[src/rtl/spike_rate_encoder_if.sv]
// spike_rate_encoder_if: frame handshake and spike-train outputs of the rate encoder
//   in_valid/in_ready/in_count : frame request handshake (master -> encoder)
//   spike, frame_active, frame_done, clipped, emitted_count : encoder status (encoder -> master)
interface spike_rate_encoder_if #(
    parameter int COUNT_WIDTH = 16
);
    logic                   in_valid;
    logic                   in_ready;
    logic [COUNT_WIDTH-1:0] in_count;
    logic                   spike;
    logic                   frame_active;
    logic                   frame_done;
    logic                   clipped;
    logic [COUNT_WIDTH-1:0] emitted_count;

    modport master (
        output in_valid, in_count,
        input  in_ready, spike, frame_active, frame_done, clipped, emitted_count
    );

    modport slave (
        input  in_valid, in_count,
        output in_ready, spike, frame_active, frame_done, clipped, emitted_count
    );
endinterface

[src/rtl/spike_rate_encoder.sv]
// spike_rate_encoder: spreads a spike count evenly over a WINDOW_LEN-slot frame (Bresenham)
//   clk, rst : clock and synchronous active-high reset
//   bus      : slave side of spike_rate_encoder_if (count handshake in, spike train and status out)
module spike_rate_encoder #(
    parameter int COUNT_WIDTH = 16,
    parameter int WINDOW_LEN  = 256
) (
    input  logic                  clk,
    input  logic                  rst,
    spike_rate_encoder_if.slave   bus
);
    localparam int AW = $clog2(WINDOW_LEN) + 1;
    localparam int SW = $clog2(WINDOW_LEN);
    localparam logic [0:0] S_IDLE = 1'b0;
    localparam logic [0:0] S_RUN  = 1'b1;

    logic [0:0]             r_state;
    logic [SW-1:0]          r_slot;
    logic [AW-1:0]          r_acc;
    logic [AW-1:0]          r_target;
    logic                   r_spike;
    logic                   r_done;
    logic                   r_clipped;
    logic [COUNT_WIDTH-1:0] r_emitted;
    logic                   w_clip;
    logic [AW-1:0]          w_sum;
    logic                   w_fire;
    logic                   w_last;

    // acc < WINDOW_LEN and target <= WINDOW_LEN, so the sum always fits in AW bits
    assign w_clip = bus.in_count > COUNT_WIDTH'(WINDOW_LEN);
    assign w_sum  = r_acc + r_target;
    assign w_fire = w_sum >= AW'(WINDOW_LEN);
    assign w_last = r_slot == SW'(WINDOW_LEN - 1);

    always_ff @(posedge clk) begin
        if (rst) begin
            r_state   <= S_IDLE;
            r_slot    <= '0;
            r_acc     <= '0;
            r_target  <= '0;
            r_spike   <= 1'b0;
            r_done    <= 1'b0;
            r_clipped <= 1'b0;
            r_emitted <= '0;
        end else if (r_state == S_IDLE) begin
            r_spike <= 1'b0;
            r_done  <= 1'b0;
            if (bus.in_valid) begin
                r_state   <= S_RUN;
                r_target  <= w_clip ? AW'(WINDOW_LEN) : AW'(bus.in_count);
                r_clipped <= w_clip;
                r_slot    <= '0;
                r_acc     <= '0;
                r_emitted <= '0;
            end
        end else begin
            r_spike   <= w_fire;
            r_acc     <= w_fire ? w_sum - AW'(WINDOW_LEN) : w_sum;
            r_emitted <= r_emitted + COUNT_WIDTH'(w_fire);
            r_slot    <= r_slot + SW'(1);
            r_done    <= w_last;
            r_state   <= w_last ? S_IDLE : S_RUN;
        end
    end

    assign bus.in_ready      = (r_state == S_IDLE) && !rst;
    assign bus.spike         = r_spike;
    assign bus.frame_active  = r_state == S_RUN;
    assign bus.frame_done    = r_done;
    assign bus.clipped       = r_clipped;
    assign bus.emitted_count = r_emitted;
endmodule

[src/flat_wrapper.sv]
// flat-port wrapper written by rule: the top's interface ports become plain ports
module spike_rate_encoder_flat 
#(
    parameter int COUNT_WIDTH = 16,
    parameter int WINDOW_LEN  = 256
)
  (clk, rst, bus_in_valid, bus_in_count, bus_in_ready, bus_spike, bus_frame_active, bus_frame_done, bus_clipped, bus_emitted_count);
  spike_rate_encoder_if #(.COUNT_WIDTH(COUNT_WIDTH)) bus_i ();
  input  logic clk;
  input  logic rst;
  input wire logic [$bits(bus_i.in_valid)-1:0] bus_in_valid;
  input wire logic [$bits(bus_i.in_count)-1:0] bus_in_count;
  output wire logic [$bits(bus_i.in_ready)-1:0] bus_in_ready;
  output wire logic [$bits(bus_i.spike)-1:0] bus_spike;
  output wire logic [$bits(bus_i.frame_active)-1:0] bus_frame_active;
  output wire logic [$bits(bus_i.frame_done)-1:0] bus_frame_done;
  output wire logic [$bits(bus_i.clipped)-1:0] bus_clipped;
  output wire logic [$bits(bus_i.emitted_count)-1:0] bus_emitted_count;
  assign bus_i.in_valid = bus_in_valid;
  assign bus_i.in_count = bus_in_count;
  assign bus_in_ready = bus_i.in_ready;
  assign bus_spike = bus_i.spike;
  assign bus_frame_active = bus_i.frame_active;
  assign bus_frame_done = bus_i.frame_done;
  assign bus_clipped = bus_i.clipped;
  assign bus_emitted_count = bus_i.emitted_count;
  spike_rate_encoder #(.COUNT_WIDTH(COUNT_WIDTH), .WINDOW_LEN(WINDOW_LEN)) u_core (.clk(clk), .rst(rst), .bus(bus_i));
endmodule
[config.mk]
export PLATFORM = sky130hd
export DESIGN_NAME = spike_rate_encoder_flat
export DESIGN_NICKNAME = d
export VERILOG_FILES = /design/src/rtl/spike_rate_encoder_if.sv /design/src/rtl/spike_rate_encoder.sv /design/src/flat_wrapper.sv
export SDC_FILE = /design/constraint.sdc
export NUM_CORES = 1
export LEC_CHECK = 0
export ABC_CLOCK_PERIOD_IN_PS = 2500
export CAP_MARGIN = 40
export CORE_MARGIN = 5
export CORE_UTILIZATION = 30
export CTS_BUF_LIST = sky130_fd_sc_hd__clkbuf_16
export DETAILED_ROUTE_END_ITERATION = 10
export GPL_TIMING_DRIVEN = 0
export MAX_ROUTING_LAYER = met4
export SLEW_MARGIN = 20
export SYNTH_ARGS = -nofsm -noshare
export SYNTH_HDL_FRONTEND = slang
export SYNTH_SLANG_ARGS = --single-unit
[constraint.sdc]
create_clock -name clk -period 2.5 [get_ports clk]
set_input_delay 0.625 -clock clk [delete_from_list [all_inputs] [get_ports clk]]
set_output_delay 0.625 -clock clk [all_outputs]
set_load 0.01 [all_outputs]
==> results of run 1 <==
[per-layer routing]
metal / global-route usage (%) / vias up / routed length [microns]
li1: - / 1020 / -
met1: 16.5 / 962 / 2840
met2: 20.1 / 44 / 2830
met3: 3.24 / 2 / 188
met4: 3.46 / 0 / 48
met5: - / - / 0
[state kept, by name, indices dropped and copies added, names as in the netlist]
| register | cells |
|---|---|
| u_core.r_slot | 8 |
| u_core.bus.frame_active | 1 |
| u_core.r_acc | 9 |
| u_core.bus.spike | 1 |
| u_core.bus.frame_done | 1 |
| u_core.bus.clipped | 1 |
| u_core.r_target | 9 |
| u_core.bus.emitted_count | 16 |
[where the power goes]
group          switching, mW  internal [mW]
registers            0.00574          0.739
clock network          0.278          0.362
logic                 0.0637         0.0589
total                  0.347           1.16
[cell usage in the layout (no fill, tap or decap), types with 3 or more instances in the layout]
master           synthesis  routed
buf_2                    4       4
nor4_1                   4       4
a21oi_1                 21      20
nand2b_1                 4       4
ha_1                    11       8
nor2_1                  27      26
xnor2_1                  6       5
or2_0                    3       3
clkbuf_16                0       5
clkdlybuf4s50_1          0      37
nand4b_1                 3       3
a22o_1                  12      12
nand2_2                  0       4
inv_1                    3       4
nor3b_1                  7       7
buf_4                    2      10
clkbuf_8                 3       3
nand3_1                 16      11
xor2_1                   6       6
nor3_1                   3       3
nand2_1                 12       8
nand4_1                  6       6
dfxtp_1                 46      44
o31ai_2                  0       4
o211ai_1                 5       5
nand3_2                  1       6
[worst max-delay path by stage]
stage                                    start                                         to  slack, ns  cells after the start
2_1_floorplan  u_core.r_target[0]$_SDFFE_PP0P_   u_core.bus.emitted_count[7]$_SDFFE_PP0P_      -0.11                     12
3_3_place_gp   u_core.r_target[0]$_SDFFE_PP0P_   u_core.bus.emitted_count[7]$_SDFFE_PP0P_      -0.42                     12
3_5_place_dp   u_core.r_target[0]$_SDFFE_PP0P_   u_core.bus.emitted_count[7]$_SDFFE_PP0P_      -0.45                     12
4_1_cts        u_core.r_target[0]$_SDFFE_PP0P_   u_core.bus.emitted_count[7]$_SDFFE_PP0P_      -0.28                     11
5_1_grt        u_core.r_target[0]$_SDFFE_PP0P_  u_core.bus.emitted_count[14]$_SDFFE_PP0P_      -0.39                     12
6_report          u_core.r_acc[0]$_SDFFE_PP0P_  u_core.bus.emitted_count[14]$_SDFFE_PP0P_      -0.25                     12
[worst max-delay path, delay by kind of cell, from the launching register on]
kind / cells / cell delay, ns
fa+ha+maj: 3 / 0.78
xor+xnor: 1 / 0.20
compound gates: 4 / 0.73
simple gates: 3 / 0.44
buf+inv: 1 / 0.13
flops: 1 / 0.33
[kinds of logic (layout without fill, tap and decap cells)]
group,count (synthesis),after routing,share of synthesized area [%]
compound gates,60,60,17.9
mux,3,3,1.67
fa+ha+maj,12,12,7.00
flops,46,46,40.9
buf+inv,17,70,5.05
xor+xnor,12,12,4.66
simple gates,98,98,22.9
[timing repair]
action / CTS / global route
hold buffers: 0 / 0
setup endpoints to repair: 15 / 16
buffers inserted: 6 / 4
hold endpoints to repair: 0 / 0
resized for setup: 13 / 18
pin swaps: 16 / 14
[per-stage QoR]
step           cell area (sq um)  TNS [ns]
2_1_floorplan               2290    -0.197
3_3_place_gp                2790     -3.46
3_5_place_dp                2790     -3.86
4_1_cts                     2990     -2.19
5_1_grt                     3100     -4.09
6_report                    3100     -2.26
[area by class of cell]
class	instances	area share (%)
sequential	46	29.8
multi-input combinational	185	43.9
tap	99	4.00
timing repair buffer	47	14.6
inverter	3	0.364
buffer	12	2.87
clock buffer	5	4.04
clock inverter	3	0.404
==> impl_results.md, run 1 <==
- R2R cell count: 12
- Final hold violation count: 0
- Synthesized area: ~2300 sq um
- Period utilization: 110%
- Max Cap Viol: 0
- Data arrival time of the critical path: between 2 and 3 ns
- CP Launch Type: register
- Inst Count DP: 384
- Worst Skew: 0.00590 ns
- CP max FO: 7
- Min Hold Slack: 0.482 ns
- Synth cell types: 45
- Die span in y: roughly 97 microns
- First-pass GRT wire length: between 9 and 10 mm
- Reg2Reg Setup Slack: -0.25 ns
- Asr flop ratio synth: 0%
- Initial drt markers: 55
- Crit-path cells: ha_4 -> fa_2 -> a211oi_2 -> o21ai_2 -> o31ai_2 -> xnor2_2 -> ha_2 -> and3_4 -> buf_4 -> nand3_2 -> nand3_2 -> o31ai_2
- Vias: 2,028
- Post-route insts no fill: 400
- RePlAce Congestion: approximately 0.83
- Synth top area share: 40.9%
- Initial core utilization: 30.9%
- Site Rows: 31
- Area occupied by multi-input gates: 1360 sq um
- Area growth, synth to finish: 37.4%
- Number of top-level pins: 40
- Core area: approximately 7300 sq um
- Top post-synthesis cells by area: dfxtp_1 (41%), ha_1 (6.1%), a21oi_1 (4.7%)
- Clock Latency Late Sink: 0.28 ns
- HP Class: register to register
- EDFF count, synth: 0
- Synth area leader: dfxtp_1
- Avg Cell Area, Syn: 9.09 sq um
- TritonCTS clock tree: built
- Synth Instances: 248
- Hold path start: u_core.r_acc[8]$_SDFFE_PP0P_
- Static Leak: 1.15 nW
- Max Fclk: 364 MHz
- # diodes: 0
- Reg clk slew, reported paths: 0.07 ns
- Port Buffers: 37
- CTS sink count: 46
- H-tree lvl count: 2
- Total GRT Usage: between 10% and 20%
- Hold path endpoint: u_core.r_acc[8]$_SDFFE_PP0P_
- Overflow after GRT: 0
- Worst-margin pin slew: ~0.59 ns
- Pre-CTS setup slack: -0.451 ns
- Synth warnings: 0
- Number of global-route vias before repair: 2,059
- Failing checks: negative setup slack
- Mapped Nets: between 200 and 300
- P per Cell Area: approximately 490 nW/um^2
- Clock Tree Buf Depth: 2
- Die ar.: 9350 sq um
- Count leader, synth: dfxtp_1
- Final min period: 2.75 ns
- DRT Pass-1 Iters: 4
- Antenna Nets Post-Route: 0
- DRC Markers: 0
- Top FF cell, synth: dfxtp_1
- CTS Buf Count: 5
- Status: finished, violations left
- Setup violators final: 13
- R2R Path Start: u_core.r_acc[0]$_SDFFE_PP0P_
- Crit. End Element: register
- Routed wire length: 5.91 mm
- Number of antenna violations at the first check in global routing: 0
- Register area: 923 sq um
- Final net count: roughly 330
- Util after Layout: 42.5%
- Final worst slack: -0.245 ns
- FILL cells: 750
- Required time of the critical path: 2.66 ns
- Post-synthesis register bit count: 46
- Hold depth: 1
- Power Total: 1.51 mW
- Clock root cell: clkbuf_16
- Post-DP HPWL: 4.07 mm
- Reg2Reg Capture Point: u_core.bus.emitted_count[14]$_SDFFE_PP0P_
- Worst vdd rail ir drop: 0.000250 V
- Register area share after synthesis: about two fifths
- Kind of critical path: register to register
- Worst stage delay on the critical path: 0.35 ns
- Final Slew Violations: 0
- Wire per inst: 14.8 microns
- Slowest CP cell: fa_2
- Die X: 96.7 microns
- Slew margin rel.: 60.7%
- Vias/cell: 5.07
- Share of layout cells above drive strength 1: between 20% and 30%
- RSZ-0062 raised after global routing: true
- Commonest cells in the synthesized netlist: dfxtp_1 (46), nor2_1 (27), a21oi_1 (21), nand3_1 (16)
- Largest net degree at the start of global routing: 14
No activity file was read; power rests on OpenSTA's default activity.
==> inputs of run 2 (changes only) <==
Settings changed: CTS_CLUSTER_SIZE from default to 20.
==> results of run 2 <==
No change in the layout: final DEF, timing and power equal those of run 1.
